--- config.mk ---
export PLATFORM = sky130hd
export DESIGN_NAME = store_rmw_unit
export DESIGN_NICKNAME = d
export VERILOG_FILES = /design/src/rtl/store_rmw_unit.sv
export SDC_FILE = /design/constraint.sdc
export NUM_CORES = 1
export LEC_CHECK = 0
export ABC_AREA = 0
export CAP_MARGIN = 10
export CORE_MARGIN = 1
export CORE_UTILIZATION = 47
export CTS_BUF_LIST = sky130_fd_sc_hd__clkbuf_4 sky130_fd_sc_hd__clkbuf_8
export CTS_CLUSTER_DIAMETER = 150
export CTS_CLUSTER_SIZE = 20
export DETAILED_ROUTE_END_ITERATION = 10
export PLACE_DENSITY_LB_ADDON = 0.25
export REMOVE_ABC_BUFFERS = 1
export SLEW_MARGIN = 5
export SYNTH_ARGS = -nofsm -noshare
export SYNTH_HDL_FRONTEND = slang
export SYNTH_SLANG_ARGS = --single-unit
--- constraint.sdc ---
create_clock -name Clk -period 1.9 [get_ports Clk]
set_clock_uncertainty 0.2 [all_clocks]
set_input_delay 0.57 -clock Clk [delete_from_list [all_inputs] [get_ports Clk]]
set_output_delay 0.57 -clock Clk [all_outputs]
set_load 0.1 [all_outputs]
--- src/rtl/store_rmw_unit.sv ---
// rtl/store_rmw_unit.sv - partial-store writer: word writes directly, byte/halfword via read-modify-write
// Optional feature macro: STORE_MISALIGN_TRAP_EN (reject odd-address halfword stores with Err).
module store_rmw_unit #(
  parameter int MEM_LAT = 1
) (
  input  logic        Clk,
  input  logic        Reset,
  input  logic        Start,
  input  logic [1:0]  Size,
  input  logic [31:0] Addr,
  input  logic [31:0] Data,
  output logic        Busy,
  output logic        Done,
  output logic        Err,
  output logic [31:0] MemAddr,
  output logic        MemWr,
  output logic [31:0] MemDataOut,
  input  logic [31:0] MemDataIn
);

  typedef enum logic [2:0] {IDLE, READ, MERGE, WRITE, DONE} state_t;

  localparam logic [1:0] SZ_WORD = 2'b00;
  localparam logic [1:0] SZ_HALF = 2'b01;
  localparam logic [1:0] SZ_BYTE = 2'b10;
  localparam logic [1:0] SZ_RSVD = 2'b11;
  localparam logic [2:0] LAT_LAST = 3'(MEM_LAT - 1);

  state_t      state, state_nxt;
  logic [31:0] a_q, d_q, w_q, m_q;
  logic [1:0]  s_q;
  logic [2:0]  lat_q;
  logic        err_q;
  logic        misalign, reject;
  logic [31:0] merged;

`ifdef STORE_MISALIGN_TRAP_EN
  assign misalign = (Size == SZ_HALF) && Addr[0];
`else
  assign misalign = 1'b0;
`endif
  assign reject = (Size == SZ_RSVD) || misalign;

  always_comb begin
    state_nxt = state;
    case (state)
      IDLE: begin
        if (Start) begin
          if (reject)                state_nxt = DONE;
          else if (Size == SZ_WORD)  state_nxt = WRITE;
          else                       state_nxt = READ;
        end
      end
      READ:    if (lat_q == LAT_LAST) state_nxt = MERGE;
      MERGE:   state_nxt = WRITE;
      WRITE:   state_nxt = DONE;
      DONE:    state_nxt = IDLE;
      default: state_nxt = IDLE;
    endcase
  end

  // Little-endian lane replacement; halfword lane choice ignores A[0].
  always_comb begin
    merged = w_q;
    if (s_q == SZ_BYTE) begin
      case (a_q[1:0])
        2'd0:    merged[7:0]   = d_q[7:0];
        2'd1:    merged[15:8]  = d_q[7:0];
        2'd2:    merged[23:16] = d_q[7:0];
        default: merged[31:24] = d_q[7:0];
      endcase
    end else if (a_q[1]) begin
      merged[31:16] = d_q[15:0];
    end else begin
      merged[15:0] = d_q[15:0];
    end
  end

  always_ff @(posedge Clk or negedge Reset) begin
    if (!Reset) begin
      state <= IDLE;
      a_q   <= '0;
      d_q   <= '0;
      s_q   <= '0;
      w_q   <= '0;
      m_q   <= '0;
      lat_q <= '0;
      err_q <= 1'b0;
    end else begin
      state <= state_nxt;
      if (state == IDLE && Start) begin
        a_q   <= Addr;
        d_q   <= Data;
        s_q   <= Size;
        err_q <= reject;
      end
      if (state == READ) begin
        lat_q <= lat_q + 3'd1;
        if (lat_q == LAT_LAST) w_q <= MemDataIn;
      end else begin
        lat_q <= '0;
      end
      if (state == MERGE) m_q <= merged;
    end
  end

  // Outputs decode straight from state so reset removes MemWr without waiting for a clock.
  assign Busy       = (state != IDLE);
  assign Done       = (state == DONE);
  assign Err        = (state == DONE) && err_q;
  assign MemWr      = (state == WRITE);
  assign MemAddr    = (state == IDLE) ? 32'd0 : {a_q[31:2], 2'b00};
  assign MemDataOut = (state != WRITE) ? 32'd0 : ((s_q == SZ_WORD) ? d_q : m_q);

endmodule
; After elaboration in Yosys (flattened, before gate mapping)
; Cells that the tools add are included.
[word_totals]
regBits = 137
inputBits = 101
output_inout_bits = 68
elab_cells = 47
[classes]
n_addsub = 1
n_eq_ne = 11
mux = 16
reduce_logical = 11
[ops]
columns = op, n
row1 = 32-bit 2-to-1 mux, 4
row2 = 16-bit 2-to-1 mux, 2
row3 = 8-bit 2-to-1 mux, 4
row4 = 3-bit 2-to-1 mux, 4
row5 = 3-bit case mux with 4 select lines, 1
row6 = "2-bit == test, second input constant", 3
row7 = "3-bit by 2-bit == test with 1-bit output, second input constant", 2
row8 = 2-bit zero test, 3
row9 = 3-bit zero test, 2
row10 = 2-bit AND reduction, 2
row11 = "3-bit by 1-bit adder with 3-bit output, second input constant", 1
row12 = "3-bit by 1-bit == test with 1-bit output, second input constant", 1
row13 = "3-bit == test, second input constant", 1
row14 = "3-bit by 2-bit != test with 1-bit output, second input constant", 1
row15 = 3-bit nonzero test, 1
row16 = 3-bit OR reduction, 1
row17 = "2-bit by 1-bit == test with 1-bit output, second input constant", 1
row18 = 1-bit logical AND, 2
row19 = 2-bit 2-to-1 mux, 1
row20 = "2-bit by 1-bit != test with 1-bit output, second input constant", 1
row21 = "2-bit != test, second input constant", 1

; Longest topological paths before layout
[depth]
ltp_word = 5
depth_mapped = 7
ltp_nobuf = 5

; Worst setup path before layout
; Ideal clock, no wire load.
[synth_timing]
path_kind = register to output
start = register s_q[0]
end = output MemDataOut[10]
arrival_time_ns = 2.471
t_required_ns = 1.130
path_slack_ns = -1.341
path_stages_with_launch = 6
path_buffers = 2
cell_sequence = dfrtp_1 -> or2_2 -> clkbuf_1 -> clkbuf_1 -> nand2_1 -> a21oi_1
[synth_between]
elab_chain_cells = 3
[synth_lines]
columns = element, line
row1 = start: declaration, 31  ; logic [1:0] s_q;
row2 = start signal: assignment, 94  ; s_q <= Size;
row3 = 2-bit zero test, 113  ; assign MemDataOut = (state != WRITE) ? 32'd0 : ((s_q == SZ_WORD) ? d_q : m_q);
row4 = 32-bit 2-to-1 mux (2 in series), 113
row5 = end: declaration, 17  ; output logic [31:0] MemDataOut,
; Every way passes these cells.

; Worst setup path after layout
[layout_timing]
start = register s_q[1]
end = output MemDataOut[15]
; The elaborated chain is that of the path after synthesis.

==> summary by stage <==
CTS
Clock-pin slew was measured on the worst setup and hold paths at 0.07 ns. In this run, CTS created clock tree buffers numbering 17. The count of clock tree sinks is 137.

The clock passes through at most 2 buffers. The clock network latency to the later pin of the worst-skew pair is 0.46 ns. TritonCTS built the clock tree.

The total number of H-tree levels is 4. The cell sitting at the root of the clock tree is a clkbuf_8.

Setup path
Data on the critical path is required at its endpoint by 1.13 ns. The cell with the largest stage delay on the worst path is dfrtp_1. Data arrives at the worst endpoint at 1.85 ns. The largest fanout of any net on the critical path is 7. The worst setup path is captured at an output pin. The type of the setup path with the least slack is flop to output pin. The type of origin of the critical path is a flop. The critical path's top delay family is buffers and inverters. The buffer and inverter count on the worst path is 3. Traced cell by cell, the critical path runs through nor2_4, buf_12, clkbuf_16, nand2_2, a21oi_2, buf_12. The most repeated library cell on the critical path is buf_12. The largest stage delay on the critical path is 0.42 ns. Across all register-to-register paths, the minimum setup slack is -0.40 ns.

Detailed routing
The residual DRC count is 10. The via density per instance is 5.81. The first detailed-routing pass took 10 iterations. After the first detailed-routing iteration, the DRC count stood at 530. The total number of vias is 6093. After detailed routing, the total wire length is 23700 um. The remaining antenna violation count is 0. The routed wirelength normalized by instance count is 22.6 um.

Logic synthesis
The sequential fraction of the synthesis area is 47.7%. Yosys mapped a number of flops with a built-in enable equal to 0. The most common flop cell mapped by yosys is dfrtp_1.

The average instance area after synthesis is 11.2 sq um. The netlist uses 38 different library cells. By area the synthesized netlist is led by dfrtp_1 48%, mux2_2 9.1%, mux2_4 6.1%. The total of flip-flops plus latches after synthesis is 137. The largest total area in the synthesized netlist belongs to dfrtp_1. Counting every instance in the synthesized netlist gives 640. The async set or reset register ratio after synthesis is 100%. Counting instances in the post-synthesis netlist gives the leading cell types as 137 x dfrtp_1, 85 x nand2_1, 58 x mux2_2.

The Yosys step of the flow raised 0 warnings. The mapped netlist covers 7180 sq um. The most numerous cell in the Yosys netlist is dfrtp_1. The top-area cell type share of the netlist area is 47.7%.

Global route
The first-pass GRT wire length is 33100 um. The global route total overflow is 0. The all-layer global routing usage is 27.2%.

The via count of the first global-routing pass came to 6302. The initial antenna violation count is 0. The maximum number of pins on one net before global-route repair is 65.

Timing
The peak clock frequency supported by timing is 0.381 GHz. The final critical-path required period is 2.62 ns. The max-slew headroom at the worst pin is 51.8%. The total count of max-transition violations in the final report is 0. The total of endpoints with negative setup slack in the final report is 165. Final hold analysis gives a worst-case slack of 0.295 ns.

The final count of hold timing violations is 0. Setup repair after global routing could not meet its margin everywhere. The final worst-path setup slack is -0.723 ns.

At the pin with the least slew margin, the transition time is 0.720 ns. The final worst-path cycle share is 138%.

Placement
During placement, the flow inserted port buffers numbering 166. The instance area after placement is 9920 sq um. Counting tap cells, the placed design contains a total of 983 instances. The global placement routability congestion is 0.824. After legalization and detailed placement, the total HPWL measured 13300 um.

Layout
The area growth from synthesis to layout is 63.1%. The repair_antennas step left the layout with diodes totalling 0. The net count of the finished layout is 955.

Summing all non-filler instances in the final layout gives an area of 11700 sq um. The finished layout holds 1049 standard cells, fillers aside. The ratio of cells with drive above 1 in the final layout is 43.8%.

Floorplan
The region available for standard cell placement spans 14700 sq um. In this run the vertical extent of the chip is 126 um. 169 I/O pins were placed.

From left edge to right edge, the die measures 126 um. The site row count is 44. The initial core utilization is 48.9%. The area of the die is 15800 sq um.

Hold path
The path class of the tightest hold or removal check is flop to flop.

Status
The checks that failed: design-rule violations, negative setup slack. The run finished, with violations left.

Flow run
The tool flagged a number of max-cap violations equal to 0.
-- routing by layer --
layer	global-route usage [%]	vias to the layer above	part of all wire, %
met5	0	-	0
met4	10.2	0	2.7
met3	10.3	52	8.4
met2	46.4	260	50
met1	31.0	3098	38
li1	-	2683	-
-- worst paths after layout --
| kind | startpoint | to | depth (start not counted) |
|---|---|---|---|
| hold reg to reg | m_q[9] | m_q[9] | 2 |
| hold / removal | m_q[9] | m_q[9] | 2 |
| min in group asynchronous | Reset | w_q[10] | 2 |
| max in group asynchronous | Reset | s_q[0] | 3 |
| setup reg to reg | state[2] | d_q[30] | 10 |
| setup / recovery | s_q[1] | MemDataOut[15] | 6 |
-- worst reg2reg max path: stages (launching register included) --
cell,delay (ns)
dfrtp_1,0.42
buf_6,0.14
nor3_4,0.16
buf_6,0.17
buf_6,0.10
buf_6,0.08
buf_6,0.08
and2_4,0.19
buf_12,0.15
buf_12,0.16
mux2_2,0.34
-- registers in the layout, indices dropped and copies added, names as in the netlist --
signal  flops
d_q        32
a_q        32
w_q        32
err_q       1
s_q         2
m_q        32
state       3
lat_q       3
-- kinds of logic (layout without fill, tap and decap cells) --
group / after synthesis / count (layout) / synth area share [%]
adder cells (fa/ha/maj): 2 / 2 / 0.348
flip-flops: 137 / 137 / 47.7
XOR/XNOR: 1 / 1 / 0.122
AND/OR/NAND/NOR: 179 / 179 / 13.3
buffers and inverters: 63 / 287 / 5.54
AO/OA/AOI/OAI: 142 / 142 / 13.6
multiplexers: 115 / 115 / 19.2
other: 1 / 2 / 0.0522
-- cells in the final DEF (no fill, tap or decap), types with 17 or more instances in the layout --
| cell | n |
|---|---|
| nand2_1 | 67 |
| nor2b_1 | 18 |
| clkbuf_8 | 21 |
| a21oi_2 | 26 |
| dfrtp_1 | 133 |
| a21oi_1 | 18 |
| a211oi_1 | 32 |
| buf_4 | 36 |
| mux2i_1 | 17 |
| clkdlybuf4s50_1 | 99 |
| mux2_2 | 23 |
| buf_12 | 87 |
| mux2_4 | 75 |
| nor2b_4 | 31 |
-- metrics by stage --
step	utilization, %	TNS [ns]	setup slack, ns
2_1_floorplan	-	-263.35	-2.10
3_3_place_gp	67.5	-22.66	-0.262
3_5_place_dp	67.5	-25.28	-0.288
4_1_cts	74.4	-46.40	-0.662
5_1_grt	79.7	-74.46	-0.781
6_report	79.7	-64.97	-0.723
-- area by class of cell --
class | count | area, sq um
clock buffers | 24 | 312
repair buffers | 250 | 3510
well taps | 184 | 230
fillers | 807 | 2990
inverters | 5 | 23.8
multi-input cells | 441 | 4070
clock inverters | 8 | 140
flip-flops and latches | 137 | 3430
-- what timing repair did --
item	in CTS	in global routing
pin swaps	3	23
resized for setup	117	96
hold buffers	1	0
buffers inserted	8	12
endpoints found under the setup margin	75	195
cloned	3	12
hold endpoints to repair	28	0
Power is left out: the tool's default activity adds up to more than one toggle a clock period on the data nets, which glitch-free logic cannot reach.
